## src/rtl/reg_file_arbiter.sv

```systemverilog
// reg_file_arbiter: shares one single-port register file between two requesters.
// Round-robin arbitration by default; define RF_ARB_FIXED_PRIO_EN for fixed port-0 priority.
`timescale 1ns/1ps
// state | meaning
// IDLE  | no access in flight, ready asserted combinationally to the granted port
// ISSUE | latched access driven onto the register file
// WAIT  | extra cycle so a registered rf_dout can settle (RD_LAT=1 reads only)
// RESP  | one-cycle response pulse to the latched port
module reg_file_arbiter #(
    parameter int DATA_W   = 4,
    parameter int ADDR_W   = 4,
    parameter int NUM_REGS = 4,
    parameter int RD_LAT   = 1
) (
    input  logic              clk,
    input  logic              rst,
    input  logic              req0_valid,
    input  logic              req0_write,
    input  logic [ADDR_W-1:0] req0_reg,
    input  logic [DATA_W-1:0] req0_wdata,
    output logic              req0_ready,
    output logic              rsp0_valid,
    output logic [DATA_W-1:0] rsp0_rdata,
    input  logic              req1_valid,
    input  logic              req1_write,
    input  logic [ADDR_W-1:0] req1_reg,
    input  logic [DATA_W-1:0] req1_wdata,
    output logic              req1_ready,
    output logic              rsp1_valid,
    output logic [DATA_W-1:0] rsp1_rdata,
    output logic              rf_write_en,
    output logic [ADDR_W-1:0] rf_reg_no,
    output logic [DATA_W-1:0] rf_val,
    input  logic [DATA_W-1:0] rf_dout,
    output logic              busy
);
    localparam logic [1:0] S_IDLE  = 2'd0;
    localparam logic [1:0] S_ISSUE = 2'd1;
    localparam logic [1:0] S_WAIT  = 2'd2;
    localparam logic [1:0] S_RESP  = 2'd3;

    localparam logic [ADDR_W:0] NUM_REGS_W = (ADDR_W + 1)'(NUM_REGS);

    logic [1:0]        state_q, state_d;
    logic              write_q, write_d;
    logic [ADDR_W-1:0] reg_q, reg_d;
    logic [DATA_W-1:0] wdata_q, wdata_d;
    logic              port_q, port_d;
    logic [DATA_W-1:0] rsp0_rdata_q, rsp0_rdata_d;
    logic [DATA_W-1:0] rsp1_rdata_q, rsp1_rdata_d;
`ifndef RF_ARB_FIXED_PRIO_EN
    logic              last_grant_q, last_grant_d;
`endif

    logic              in_range;
    logic              grant0, grant1;
    logic              sample;
    logic [DATA_W-1:0] rd_data;

    always_comb begin
`ifdef RF_ARB_FIXED_PRIO_EN
        grant1 = req1_valid && !req0_valid;
`else
        grant1 = req1_valid && (!req0_valid || !last_grant_q);
`endif
        grant0 = req0_valid && !grant1;
    end

    assign req0_ready = (state_q == S_IDLE) && grant0;
    assign req1_ready = (state_q == S_IDLE) && grant1;

    assign in_range = ({1'b0, reg_q} < NUM_REGS_W);
    // rf_dout is valid at the end of ISSUE for combinational files, at the end of WAIT otherwise
    assign sample   = (state_q == S_WAIT) ||
                      ((state_q == S_ISSUE) && !write_q && (RD_LAT == 0));
    assign rd_data  = in_range ? rf_dout : '0;

    always_comb begin
        state_d      = state_q;
        write_d      = write_q;
        reg_d        = reg_q;
        wdata_d      = wdata_q;
        port_d       = port_q;
        rsp0_rdata_d = rsp0_rdata_q;
        rsp1_rdata_d = rsp1_rdata_q;
`ifndef RF_ARB_FIXED_PRIO_EN
        last_grant_d = last_grant_q;
`endif
        if (sample) begin
            if (port_q) rsp1_rdata_d = rd_data;
            else        rsp0_rdata_d = rd_data;
        end
        case (state_q)
            S_IDLE: begin
                if (grant0 || grant1) begin
                    write_d = grant1 ? req1_write : req0_write;
                    reg_d   = grant1 ? req1_reg   : req0_reg;
                    wdata_d = grant1 ? req1_wdata : req0_wdata;
                    port_d  = grant1;
`ifndef RF_ARB_FIXED_PRIO_EN
                    last_grant_d = grant1;
`endif
                    state_d = S_ISSUE;
                end
            end
            S_ISSUE: begin
                if (write_q)          state_d = S_IDLE;
                else if (RD_LAT == 0) state_d = S_RESP;
                else                  state_d = S_WAIT;
            end
            S_WAIT:  state_d = S_RESP;
            default: state_d = S_IDLE;
        endcase
    end

    always_ff @(posedge clk) begin
        if (!rst) begin
            state_q      <= S_IDLE;
            write_q      <= 1'b0;
            reg_q        <= '0;
            wdata_q      <= '0;
            port_q       <= 1'b0;
            rsp0_rdata_q <= '0;
            rsp1_rdata_q <= '0;
`ifndef RF_ARB_FIXED_PRIO_EN
            last_grant_q <= 1'b1;
`endif
        end else begin
            state_q      <= state_d;
            write_q      <= write_d;
            reg_q        <= reg_d;
            wdata_q      <= wdata_d;
            port_q       <= port_d;
            rsp0_rdata_q <= rsp0_rdata_d;
            rsp1_rdata_q <= rsp1_rdata_d;
`ifndef RF_ARB_FIXED_PRIO_EN
            last_grant_q <= last_grant_d;
`endif
        end
    end

    assign rf_write_en = (state_q == S_ISSUE) && write_q && in_range;
    assign rf_reg_no   = reg_q;
    assign rf_val      = wdata_q;
    assign rsp0_valid  = (state_q == S_RESP) && !port_q;
    assign rsp1_valid  = (state_q == S_RESP) && port_q;
    assign rsp0_rdata  = rsp0_rdata_q;
    assign rsp1_rdata  = rsp1_rdata_q;
    assign busy        = (state_q != S_IDLE);

endmodule

```

## config.mk

```make
export PLATFORM = sky130hd
export DESIGN_NAME = reg_file_arbiter
export DESIGN_NICKNAME = d
export VERILOG_FILES = /design/src/rtl/reg_file_arbiter.sv
export SDC_FILE = /design/constraint.sdc
export NUM_CORES = 1
export LEC_CHECK = 0
export CORE_MARGIN = 2
export CORE_UTILIZATION = 36
export CTS_BUF_LIST = sky130_fd_sc_hd__clkbuf_16
export CTS_CLUSTER_DIAMETER = 60
export DETAILED_ROUTE_END_ITERATION = 6
export GPL_TIMING_DRIVEN = 0
export PLACE_DENSITY = 0.78
export SYNTH_ARGS = -nofsm -noshare
export SYNTH_HDL_FRONTEND = slang
export SYNTH_SLANG_ARGS = --single-unit
```

## constraint.sdc

```tcl
create_clock -name clk -period 1 [get_ports clk]
set_input_delay 0.15 -clock clk [delete_from_list [all_inputs] [get_ports clk]]
set_output_delay 0.15 -clock clk [all_outputs]
set_load 0.02 [all_outputs]
```

### Word-level counts from Yosys, hierarchy flattened

Cells that the tools add are included.

| word-level totals | value |
|---|---|
| logic and storage cells | 40 |
| output and inout port bits | 22 |
| register bits after elaboration | 21 |

| cells by class | value |
|---|---|
| bitwise gates (word level) | 1 |
| equality and inequality tests | 4 |
| $lt $le $gt $ge | 1 |
| mux-type cells | 7 |
| reductions and logical operators | 19 |

Operator list:

| kind | count |
|---|---|
| $mux 4 | 3 |
| $logic_and 1x1->1 | 8 |
| $pmux 2 s3 | 1 |
| $reduce_and 2->1 | 3 |
| $eq 2x2->1 const B | 2 |
| $logic_not 1->1 | 4 |
| $lt 4x3->1 const B | 1 |
| $mux 2 | 2 |
| $eq 2x1->1 const B | 1 |
| $logic_not 2->1 | 1 |
| $logic_or 1x1->1 | 2 |
| $ne 2x1->1 const B | 1 |
| $reduce_bool 2->1 | 1 |
| $mux 1 | 1 |
| $not 1->1 | 1 |

### Longest topological paths before layout

| depth | value |
|---|---|
| word-level depth | 8 |
| mapped depth | 5 |
| mapped depth without buffers | 3 |

### Least setup slack after synthesis

No wires, ideal clock.

| timing | value |
|---|---|
| kind | reg2out |
| start | reg state_q[1] |
| end | out req1_ready |
| path buffers | 2 |
| required time | 0.850 ns |
| arrival time | 1.135 ns |
| cell stages (with the launch flop) | 6 |
| setup slack | -0.285 ns |
| cells stage by stage | dfxtp_1 -> buf_4 -> nor2_4 -> buf_4 -> inv_1 -> nor2_1 |

| between the ends | value |
|---|---|
| word-level cells in the longest chain between the ends | 2 |

RTL lines:

| item | RTL line | text |
|---|---|---|
| start: declaration | 44 | `logic [1:0] state_q, state_d;` |
| start signal: assignment | 129 | `state_q <= state_d;` |
| $logic_not 2->1 | 70 | `assign req1_ready = (state_q == S_IDLE) && grant1;` |
| $logic_and 1x1->1 | 70 |  |
| end: declaration | 28 | `output logic req1_ready,` |

Every way passes these cells.

### Final worst setup path

| timing | value |
|---|---|
| start | reg state_q[0] |
| end | out req0_ready |

| between the ends | value |
|---|---|
| word-level cells in the longest chain between the ends | 2 |

RTL lines:

| item | RTL line | text |
|---|---|---|
| $logic_not 2->1 | 69 | `assign req0_ready = (state_q == S_IDLE) && grant0;` |
| $logic_and 1x1->1 | 69 |  |
| end: declaration | 21 | `output logic req0_ready,` |

Every way passes these cells.

==> results.json <==
{
  "synthTopCellsByArea": "dfxtp_1, mux2i_1, nand2_1, a311oi_1, nor2_1",
  "leakage_nw": 0.783,
  "worst-r2r-cell-count": 7,
  "total_of_flip_flops_plus_latches_after_synthesis": 21,
  "global_route.overflow_total": 0,
  "holdPathEnd": "last_grant_q",
  "synth-edff-count": 0,
  "worst_slew_margin_rel": 0.705,
  "startpoint_type_of_the_worst_setup_path": "flip-flop",
  "clock_tree.buffer_depth": 2,
  "maxUsedRoutingLayer": "met4",
  "numPortBuffers": 47,
  "final_ant_viol_nets": 0,
  "cts.sink_count": 21,
  "min-delay-start": "req1_valid",
  "cp_data_arrival_time_ns": 1.25,
  "r2r-end": "rf_reg_no[2]",
  "flow.area_growth_from_synthesis_pct": 84.6,
  "final_cell_area_mm2": 0.00182,
  "antenna_violations_before_repair": 0,
  "vias_in_the_first_global_route": 1113,
  "status": "finished, violations left",
  "post-synth-top-area-cell": "dfxtp_1",
  "critPathLaunch": "state_q[0]",
  "power_share_of_the_sequential_group": 0.365,
  "timing.reg2reg.setup_slack_ns": -0.32,
  "p_total_mw": 2.75,
  "die-area_mm2": 0.00318,
  "ys.warnings.count": 0,
  "clock_share_of_power": 0.311,
  "synthArstFlopShare": 0,
  "clkLatencyLatePin_ns": 0.25,
  "tritoncts.num_buffers": 3,
  "netlist_area_um2": 988,
  "most_used_standard_cells_in_the_synthesized_netlist": "dfxtp_1, nand2_1, nor2_1",
  "power.combinational.fraction": 0.324,
  "syn-instance-count": 114,
  "grt_start_max_net_pins": 13,
  "seq_area_frac_synth": 0.425,
  "layout_setup_ws_ns": -0.401,
  "final_hold_violation_count": 0,
  "final-max-slew-violation-count": 0,
  "worst_slew_pin_slew_ns": 0.443,
  "design.final.nets": 202,
  "layout.filler_cells": 201,
  "number_of_different_library_cells_in_the_post_synthesis_netlist": 26,
  "net_switching_component_of_the_power_uw": 820,
  "tritoncts": "built",
  "power.switching_fraction": 0.299,
  "crit_slowest_cell": "or3b_4",
  "n_antenna_cell": 0,
  "place_congestion": 0.699,
  "crit-reg2reg-launch": "state_q[1]",
  "route.layer.met1.wl_mm": 1.17,
  "via_per_inst": 5.23,
  "groute.usage.overall": 0.201,
  "failed_checks": "negative setup slack",
  "met3_wirelength_um": 182,
  "crit_chain": "or3b_4 -> nor2_4 -> buf_6",
  "max_cap_violations": 0,
  "routed_wirelength_mm": 3.12,
  "synth.avg_cell_area_um2": 8.67,
  "achievable-frequency_mhz": 714,
  "grt_setup_unrepaired": "yes",
  "drt-pass1-iter-count": 4,
  "clock_transition_time_at_the_flip_flop_clock_pins_of_the_worst_setup_and_hold_paths_ns": 0.06,
  "met2WireLength_mm": 1.70,
  "setup_violations": 26,
  "die_width_um": 56.4,
  "clock_tree.htree_level_count": 1,
  "place.detailed.hpwl_mm": 1.96,
  "wl_per_cell_um": 15.1,
  "coreArea_mm2": 0.00269,
  "floorplan.initialDensity": 0.368,
  "vdd.ir_drop.worst_mv": 1.29,
  "timing.setup.critical_path_class": "reg -> out",
  "min_period_over_period": 1.40,
  "rows": 19,
  "chipHeight_um": 56.4,
  "timing.critical_path.required_ns": 0.85,
  "number_of_design_rule_violations_left_by_the_first_detailed_router_iteration": 10,
  "layout-drive-gt1-share": 0.440,
  "period_minus_slack_ns": 1.40,
  "maximum_fanout_count_along_the_critical_path": 4,
  "post_layout_nonfiller_instances": 206,
  "clock-root-buffer": "clkbuf_16",
  "max_stage_delay_ns": 0.42,
  "number_of_stages_on_the_worst_hold_path": 3,
  "netlist.area_leader.share": 0.425,
  "placed_cell_area_mm2": 0.00157,
  "synth_flop_cell": "dfxtp_1",
  "finalClockSkew_ns": 0.000860,
  "drcViolationCount": 0,
  "min-delay-path-class": "in -> reg",
  "syn_nets": 140,
  "internal-power_mw": 1.93,
  "grt_pass1_wl_mm": 5.02,
  "fin_worst_hold_slack_ns": 0.394,
  "p_per_area_mw_per_mm2": 1510,
  "cells_after_dpl": 192,
  "io_pins": 48,
  "route.vias.total": 1077,
  "timing.critical_path.to_type": "output port"
}
cell usage in the layout (no fill, tap or decap), types with 2 or more instances in the layout:
| cell | Yosys | final |
|---|---|---|
| a21oi_1 | 10 | 3 |
| a21oi_2 | 0 | 4 |
| a21oi_4 | 0 | 3 |
| a311oi_1 | 8 | 4 |
| a311oi_2 | 1 | 5 |
| and2_4 | 0 | 2 |
| buf_12 | 0 | 2 |
| buf_2 | 3 | 14 |
| buf_4 | 2 | 8 |
| buf_6 | 1 | 11 |
| clkbuf_16 | 0 | 3 |
| clkdlybuf4s50_1 | 0 | 23 |
| dfxtp_1 | 21 | 15 |
| dfxtp_2 | 0 | 2 |
| dfxtp_4 | 0 | 4 |
| dlygate4sd2_1 | 0 | 2 |
| inv_1 | 3 | 2 |
| mux2i_1 | 8 | 8 |
| nand2_1 | 21 | 20 |
| nand3b_1 | 2 | 2 |
| nor2_1 | 14 | 11 |
| nor2_4 | 1 | 4 |
| nor3b_1 | 5 | 4 |
state kept, by name (all words and copies together) (netlist names):
| name | flops |
|---|---|
| rf_reg_no | 4 |
| rf_val | 4 |
| rsp0_rdata | 4 |
| rsp1_rdata | 4 |
| state_q | 2 |
| last_grant_q | 1 |
| port_q | 1 |
| write_q | 1 |
timing repair:
item | 4_1_cts | 5_1_grt
cloned | 2 | 0
pin swaps | 9 | 12
setup endpoints to repair | 42 | 36
setup buffers | 11 | 4
hold buffers | 0 | 0
gates resized for setup | 122 | 26
layout make-up:
type | instances | area (um^2) | share of cell area
sequential | 21 | 438 | 0.240
multi-input combinational | 82 | 647 | 0.355
inverter | 3 | 13.8 | 0.00754
buffer | 6 | 52.6 | 0.0288
timing repair buffer | 59 | 554 | 0.304
clock buffer | 3 | 75.1 | 0.0412
clock inverter | 1 | 5.00 | 0.00274
tap | 31 | 38.8 | 0.0213
cell families after synthesis:
logic type             count (synthesis)  synth area share
muxes                                  8            0.0810
DFF                                   21             0.425
buffers and inverters                 12            0.0658
and+or+nand+nor                       50             0.254
AOI/OAI and AO/OA                     23             0.173
worst max-delay path, delay by kind of cell, from the launching register on:
family | cells | cell delay [ns]
buf+inv | 1 | 0.12
flops | 1 | 0.36
simple gates | 2 | 0.52
worst max path at each step:
stage	endpoint	slack, ns	cells after the start
5_1_grt	req1_ready	-0.45	6
3_3_place_gp	req0_ready	-0.95	4
6_report	req0_ready	-0.40	3
2_1_floorplan	req0_ready	-0.15	3
3_5_place_dp	req0_ready	-0.95	4
4_1_cts	req0_ready	-0.43	4
per-stage QoR:
stage / setup slack, ns / util / TNS [ns]
4_1_cts: -0.432 / 0.681 / -7.55
3_5_place_dp: -0.950 / 0.585 / -12.60
3_3_place_gp: -0.952 / 0.585 / -12.30
6_report: -0.401 / 0.679 / -6.19
2_1_floorplan: -0.145 / - / -1.08
5_1_grt: -0.450 / 0.679 / -7.60
power groups by stage:
stage / logic, mW / clock network [mW] / registers [mW]
CTS: 0.862 / 0.850 / 0.987
detailed placement: 0.703 / 0 / 0.993
finish: 0.890 / 0.856 / 1.00
global placement: 0.694 / 0 / 0.992
floorplan: 0.360 / 0 / 1.04
global route: 0.942 / 0.905 / 1.01
per-layer routing:
layer	GRT usage	vias to the layer above
li1	-	520
met1	0.226	505
met2	0.376	45
met3	0.0415	7
met4	0.0612	0
met5	0	-
No activity file was read; power rests on OpenSTA's default activity.
==> patch 1 (config.mk and constraints unchanged) <==
Take the reset off `wdata_q` and load it in a clocked block of its own.
--- a/src/rtl/reg_file_arbiter.sv
+++ b/src/rtl/reg_file_arbiter.sv
@@ -118,7 +118,6 @@
             state_q      <= S_IDLE;
             write_q      <= 1'b0;
             reg_q        <= '0;
-            wdata_q      <= '0;
             port_q       <= 1'b0;
             rsp0_rdata_q <= '0;
             rsp1_rdata_q <= '0;
@@ -129,7 +128,6 @@
             state_q      <= state_d;
             write_q      <= write_d;
             reg_q        <= reg_d;
-            wdata_q      <= wdata_d;
             port_q       <= port_d;
             rsp0_rdata_q <= rsp0_rdata_d;
             rsp1_rdata_q <= rsp1_rdata_d;
@@ -137,6 +135,10 @@
             last_grant_q <= last_grant_d;
 `endif
         end
+    end
+
+    always_ff @(posedge clk) begin
+        wdata_q <= wdata_d;
     end
 
     assign rf_write_en = (state_q == S_ISSUE) && write_q && in_range;
Function: changed (Yosys sat finds a counterexample within 4 cycles, from zero or initial values and one cycle with rst low).
==> patch 1 against the original RTL <==
  * The run still ends with negative setup slack left
  * Setup slack worse by 0.050 ns
  * Global-route usage is 1.1 points lower
  * Sequential cell count stayed put
  * Sequential share of layout area is 2.8 points higher
  * First-iteration DRC count is 60% higher
  * Critical path depth is 1 higher
  * Final area is 2.9% lower
  * Synthesized area is 3.4% higher
  * Power is 4.1% lower
  * Routed wire length is 4.6% lower
==> patch 1: results (changes against the original RTL) <==
<table>
<tr><th>Metric</th><th>Value</th></tr>
<tr><th colspan="2">Status</th></tr>
<tr><td>Outcome</td><td>finished with violations</td></tr>
<tr><td>Violated checks</td><td>negative setup slack</td></tr>
<tr><th colspan="2">Synthesis</th></tr>
<tr><td>Avg Inst Size Synth</td><td>9.47 um^2 (+9.2%)</td></tr>
<tr><td>Yosys top cell area share</td><td>0.333 (-0.0924)</td></tr>
<tr><td>Number of nets produced by synthesis</td><td>134 (-4.3%)</td></tr>
<tr><td>Most area-consuming cells after synthesis</td><td>dfxtp_1, edfxtp_1, nand2_1</td></tr>
<tr><th colspan="2">STA</th></tr>
<tr><td>Measured slew at the worst slew-check pin</td><td>0.442 ns (-0.00121 ns)</td></tr>
<tr><td>Worst Setup Slack, final</td><td>-0.451 ns (-0.0496 ns)</td></tr>
<tr><td>Sum Neg Setup Slack</td><td>-8.33 ns (-2.14 ns)</td></tr>
<tr><td>Setup-failing EPs final</td><td>29 (+12%)</td></tr>
<tr><th colspan="2">Pwr</th></tr>
<tr><td>Part of the total power dissipated in combinational logic</td><td>0.302 (-0.022)</td></tr>
<tr><td>Power in the clock group</td><td>0.821 mW (-4.1%)</td></tr>
<tr><th colspan="2">Global routing</th></tr>
<tr><td>Pin count of the biggest net entering global routing</td><td>12 (-1)</td></tr>
<tr><td>First-pass GRT wire length</td><td>4800 um (-4.4%)</td></tr>
<tr><td>Met3 Resource Use GR</td><td>0.0385 (-0.00293)</td></tr>
<tr><td>Global Route met2 Usage</td><td>0.351 (-0.0251)</td></tr>
<tr><th colspan="2">Final layout</th></tr>
<tr><td>Area used by multi-input combinational logic</td><td>583 um^2 (-9.9%)</td></tr>
<tr><td>Comb_multi_in</td><td>78 (-4.9%)</td></tr>
<tr><td>Share of post-route cells with drive strength above 1</td><td>0.444 (+0.00444)</td></tr>
<tr><th colspan="2">Critical path</th></tr>
<tr><td>Setup slack, reg-to-reg</td><td>-0.38 ns (-0.06 ns)</td></tr>
<tr><td>Max FO, Critical Path</td><td>6 (+2)</td></tr>
<tr><td>Start of the worst register-to-register path</td><td>state_q[0]$_SDFFE_PN0P_</td></tr>
<tr><td>CP arrival</td><td>1.30 ns (+0.05 ns)</td></tr>
<tr><th colspan="2">Placed design</th></tr>
<tr><td>Sum of net half-perimeters after detailed placement</td><td>1960 um (+0.16%)</td></tr>
<tr><th colspan="2">Drt</th></tr>
<tr><td>Post-Route WL</td><td>2970 um (-4.6%)</td></tr>
<tr><td>Met2 wire length</td><td>1630 um (-4.0%)</td></tr>
<tr><td>Amount of wire on met3 after detailed routing</td><td>159 um (-13%)</td></tr>
<tr><th colspan="2">Die</th></tr>
<tr><td>Area of the core region</td><td>0.00273 mm^2 (+1.8%)</td></tr>
</table>
==> patch 1: kinds of logic after synthesis <==
group	Yosys count	synth area share
AND/OR/NAND/NOR	54	0.252
flip-flops	21	0.450
AO/OA/AOI/OAI	15	0.146
buffers and inverters	10	0.0734
multiplexers	8	0.0783
==> patch 1: how the worst max path moves through the flow <==
stage | start | end | slack, ns | depth (start not counted)
floorplan | state_q[1]$_SDFFE_PN0P_ | rf_val[0]$_DFFE_PP_ | -0.19 | 4
global placement | req1_valid | req1_ready | -0.90 | 5
detailed placement | req1_valid | req1_ready | -0.95 | 5
CTS | state_q[0]$_SDFFE_PN0P_ | req0_ready | -0.45 | 4
global route | state_q[0]$_SDFFE_PN0P_ | req0_ready | -0.48 | 4
finish | state_q[0]$_SDFFE_PN0P_ | req0_ready | -0.45 | 4
==> patch 1: worst max-delay path: stages, from the launching register on <==
cell and delay (ns):
dfxtp_2 0.32, buf_8 0.13, or3b_4 0.39, nor2_4 0.09, buf_6 0.12
==> patch 2 (config.mk and constraints unchanged) <==
Without the edit above. The parameter `DATA_W` goes from 4 to 5.
--- a/src/rtl/reg_file_arbiter.sv
+++ b/src/rtl/reg_file_arbiter.sv
@@ -7,7 +7,7 @@
 // WAIT  | extra cycle so a registered rf_dout can settle (RD_LAT=1 reads only)
 // RESP  | one-cycle response pulse to the latched port
 module reg_file_arbiter #(
-    parameter int DATA_W   = 4,
+    parameter int DATA_W   = 5,
     parameter int ADDR_W   = 4,
     parameter int NUM_REGS = 4,
     parameter int RD_LAT   = 1
Ports: changed (6 resized); port bits go from 48 to 54. The function was not compared with the original's and may differ.
==> patch 2 against the original RTL <==
  * The run still ends with negative setup slack left
  * Sequential cell count rose by 3
  * Power is 13% higher
  * Routed wire length up 27%
  * Worst hold slack got worse by 0.060 ns
  * Count of clock-buffer cells in the layout unchanged
  * Final area grew 18%
  * Setup slack worse by 0.069 ns
  * Synthesized area rose by 14%
  * Critical endpoint unchanged
==> patch 2: results (changes against the original RTL) <==
<table>
<tr><th>Metric</th><th>Value</th></tr>
<tr><th colspan="2">Synthesis</th></tr>
<tr><td>Compound-cell area share of the yosys netlist</td><td>0.254 (+0.0810)</td></tr>
<tr><td>Number of nets produced by synthesis</td><td>163 (+16%)</td></tr>
<tr><td>Number of different library cells in the post-synthesis netlist</td><td>24 (-7.7%)</td></tr>
<tr><td>List of most frequent post-synthesis cells</td><td>nand2_1, dfxtp_1, a21oi_1</td></tr>
<tr><th colspan="2">Placed design</th></tr>
<tr><td>Number of port buffers</td><td>53 (+13%)</td></tr>
<tr><td>Cell area after placement</td><td>0.00173 mm^2 (+10%)</td></tr>
<tr><td>Worst slack, placed</td><td>-0.969 ns (-0.0183 ns)</td></tr>
<tr><td>Routability congestion estimate from global placement</td><td>0.823 (+18%)</td></tr>
<tr><td>Sum of net half-perimeters after detailed placement</td><td>2330 um (+19%)</td></tr>
<tr><th colspan="2">Drt</th></tr>
<tr><td>Average vias per placed instance</td><td>5.36 (+2.5%)</td></tr>
<tr><td>Met1 Wirelength</td><td>1550 um (+33%)</td></tr>
<tr><td>Post-Route WL</td><td>3970 um (+27%)</td></tr>
<tr><td>Met2 wire length</td><td>2100 um (+24%)</td></tr>
<tr><td>Amount of wire on met3 after detailed routing</td><td>229 um (+26%)</td></tr>
<tr><th colspan="2">Final layout</th></tr>
<tr><td>Share of post-route cells with drive strength above 1</td><td>0.549 (+0.109)</td></tr>
<tr><td>Number of nets at the end of the flow</td><td>243 (+20%)</td></tr>
<tr><td>Filler cells</td><td>216 (+7.5%)</td></tr>
<tr><th colspan="2">STA</th></tr>
<tr><td>Measured slew at the worst slew-check pin</td><td>0.279 ns (-0.164 ns)</td></tr>
<tr><td>Setup-failing EPs final</td><td>30 (+15%)</td></tr>
<tr><td>Sum Neg Setup Slack</td><td>-8.93 ns (-2.74 ns)</td></tr>
<tr><td>Worst Setup Slack, final</td><td>-0.470 ns (-0.0693 ns)</td></tr>
<tr><td>Final worst clock skew</td><td>0.00186 ns (+0.000999 ns)</td></tr>
<tr><th colspan="2">Critical path</th></tr>
<tr><td>Setup slack, reg-to-reg</td><td>-0.41 ns (-0.09 ns)</td></tr>
<tr><td>CP arrival</td><td>1.32 ns (+0.07 ns)</td></tr>
<tr><td>Max FO, Critical Path</td><td>3 (-1)</td></tr>
<tr><td>Worst stage delay on the critical path</td><td>0.40 ns (-0.02 ns)</td></tr>
<tr><th colspan="2">Global routing</th></tr>
<tr><td>First-pass GRT wire length</td><td>5680 um (+13%)</td></tr>
<tr><td>Pin count of the biggest net entering global routing</td><td>14 (+1)</td></tr>
<tr><td>Number of global-route vias before repair</td><td>1250 (+12%)</td></tr>
<tr><th colspan="2">Status</th></tr>
<tr><td>Outcome</td><td>finished with violations</td></tr>
<tr><td>Violated checks</td><td>negative setup slack</td></tr>
<tr><th colspan="2">Pwr</th></tr>
<tr><td>Reported leakage power</td><td>0.873 nW (+12%)</td></tr>
<tr><td>Worst supply voltage drop on vdd</td><td>0.764 mV (-41%)</td></tr>
</table>
patch 2: cell type report:
| class | instances | area [um^2] | share of cell area |
|---|---|---|---|
| multi-input cells | 99 | 774 | 0.361 |
| repair buffers | 75 | 666 | 0.310 |
| flip-flops and latches | 24 | 490 | 0.228 |
| plain buffers | 9 | 87.6 | 0.0408 |
| clock buffers | 3 | 75.1 | 0.0349 |
| well taps | 33 | 41.3 | 0.0192 |
| inverters | 2 | 10.0 | 0.00466 |
| clock inverters | 1 | 3.75 | 0.00175 |
patch 2: power by group:
part           total [mW]  leakage [nW]  internal (mW)  switching, mW
clock               0.869        0.0385          0.534          0.335
combinational        1.12         0.636          0.579          0.537
sequential           1.12         0.199           1.04         0.0753
total                3.10         0.873           2.16          0.947
patch 2: final timing paths:
| check | from | end |
|---|---|---|
| setup / recovery | state_q[0]$_SDFFE_PN0P_ | req0_ready |
| hold / removal | req1_valid | last_grant_q$_SDFFE_PN1P_ |
| setup reg to reg | state_q[0]$_SDFFE_PN0P_ | rsp1_rdata[4]$_SDFFE_PN0P_ |
| hold reg to reg | rsp0_rdata[4]$_SDFFE_PN0P_ | rsp0_rdata[4]$_SDFFE_PN0P_ |
patch 2: repair_timing:
item | CTS | global route
resized for setup | 159 | 28
setup endpoints to repair | 49 | 35
hold endpoints to repair | 0 | 0
pin swaps | 33 | 16
gates cloned | 2 | 0
setup buffers | 18 | 3
patch 2: cell families (layout without fill, tap and decap cells):
family / Yosys count / in the layout
simple gates: 63 / 64
mux: 1 / 1
flops: 24 / 24
buf+inv: 12 / 90
compound gates: 34 / 34
patch 2: critical path, delay by kind of cell (launching register included):
kind / cells / cell delay, ns
DFF: 1 / 0.33
buffers and inverters: 2 / 0.24
and+or+nand+nor: 2 / 0.49
patch 2: per-stage QoR:
stage / hold WS [ns] / std cells
final: 0.334 / 246
after global routing: 0.370 / 246
after CTS: 0.331 / 243
after detailed placement: 0.446 / 220
after global placement: 0.444 / 220
after floorplan: 0.239 / 134
patch 2: metal layers:
metal,track usage,vias up
met1,0.233,622
li1,-,632
met2,0.396,55
met4,0.0952,0
met5,0,-
met3,0.0368,9
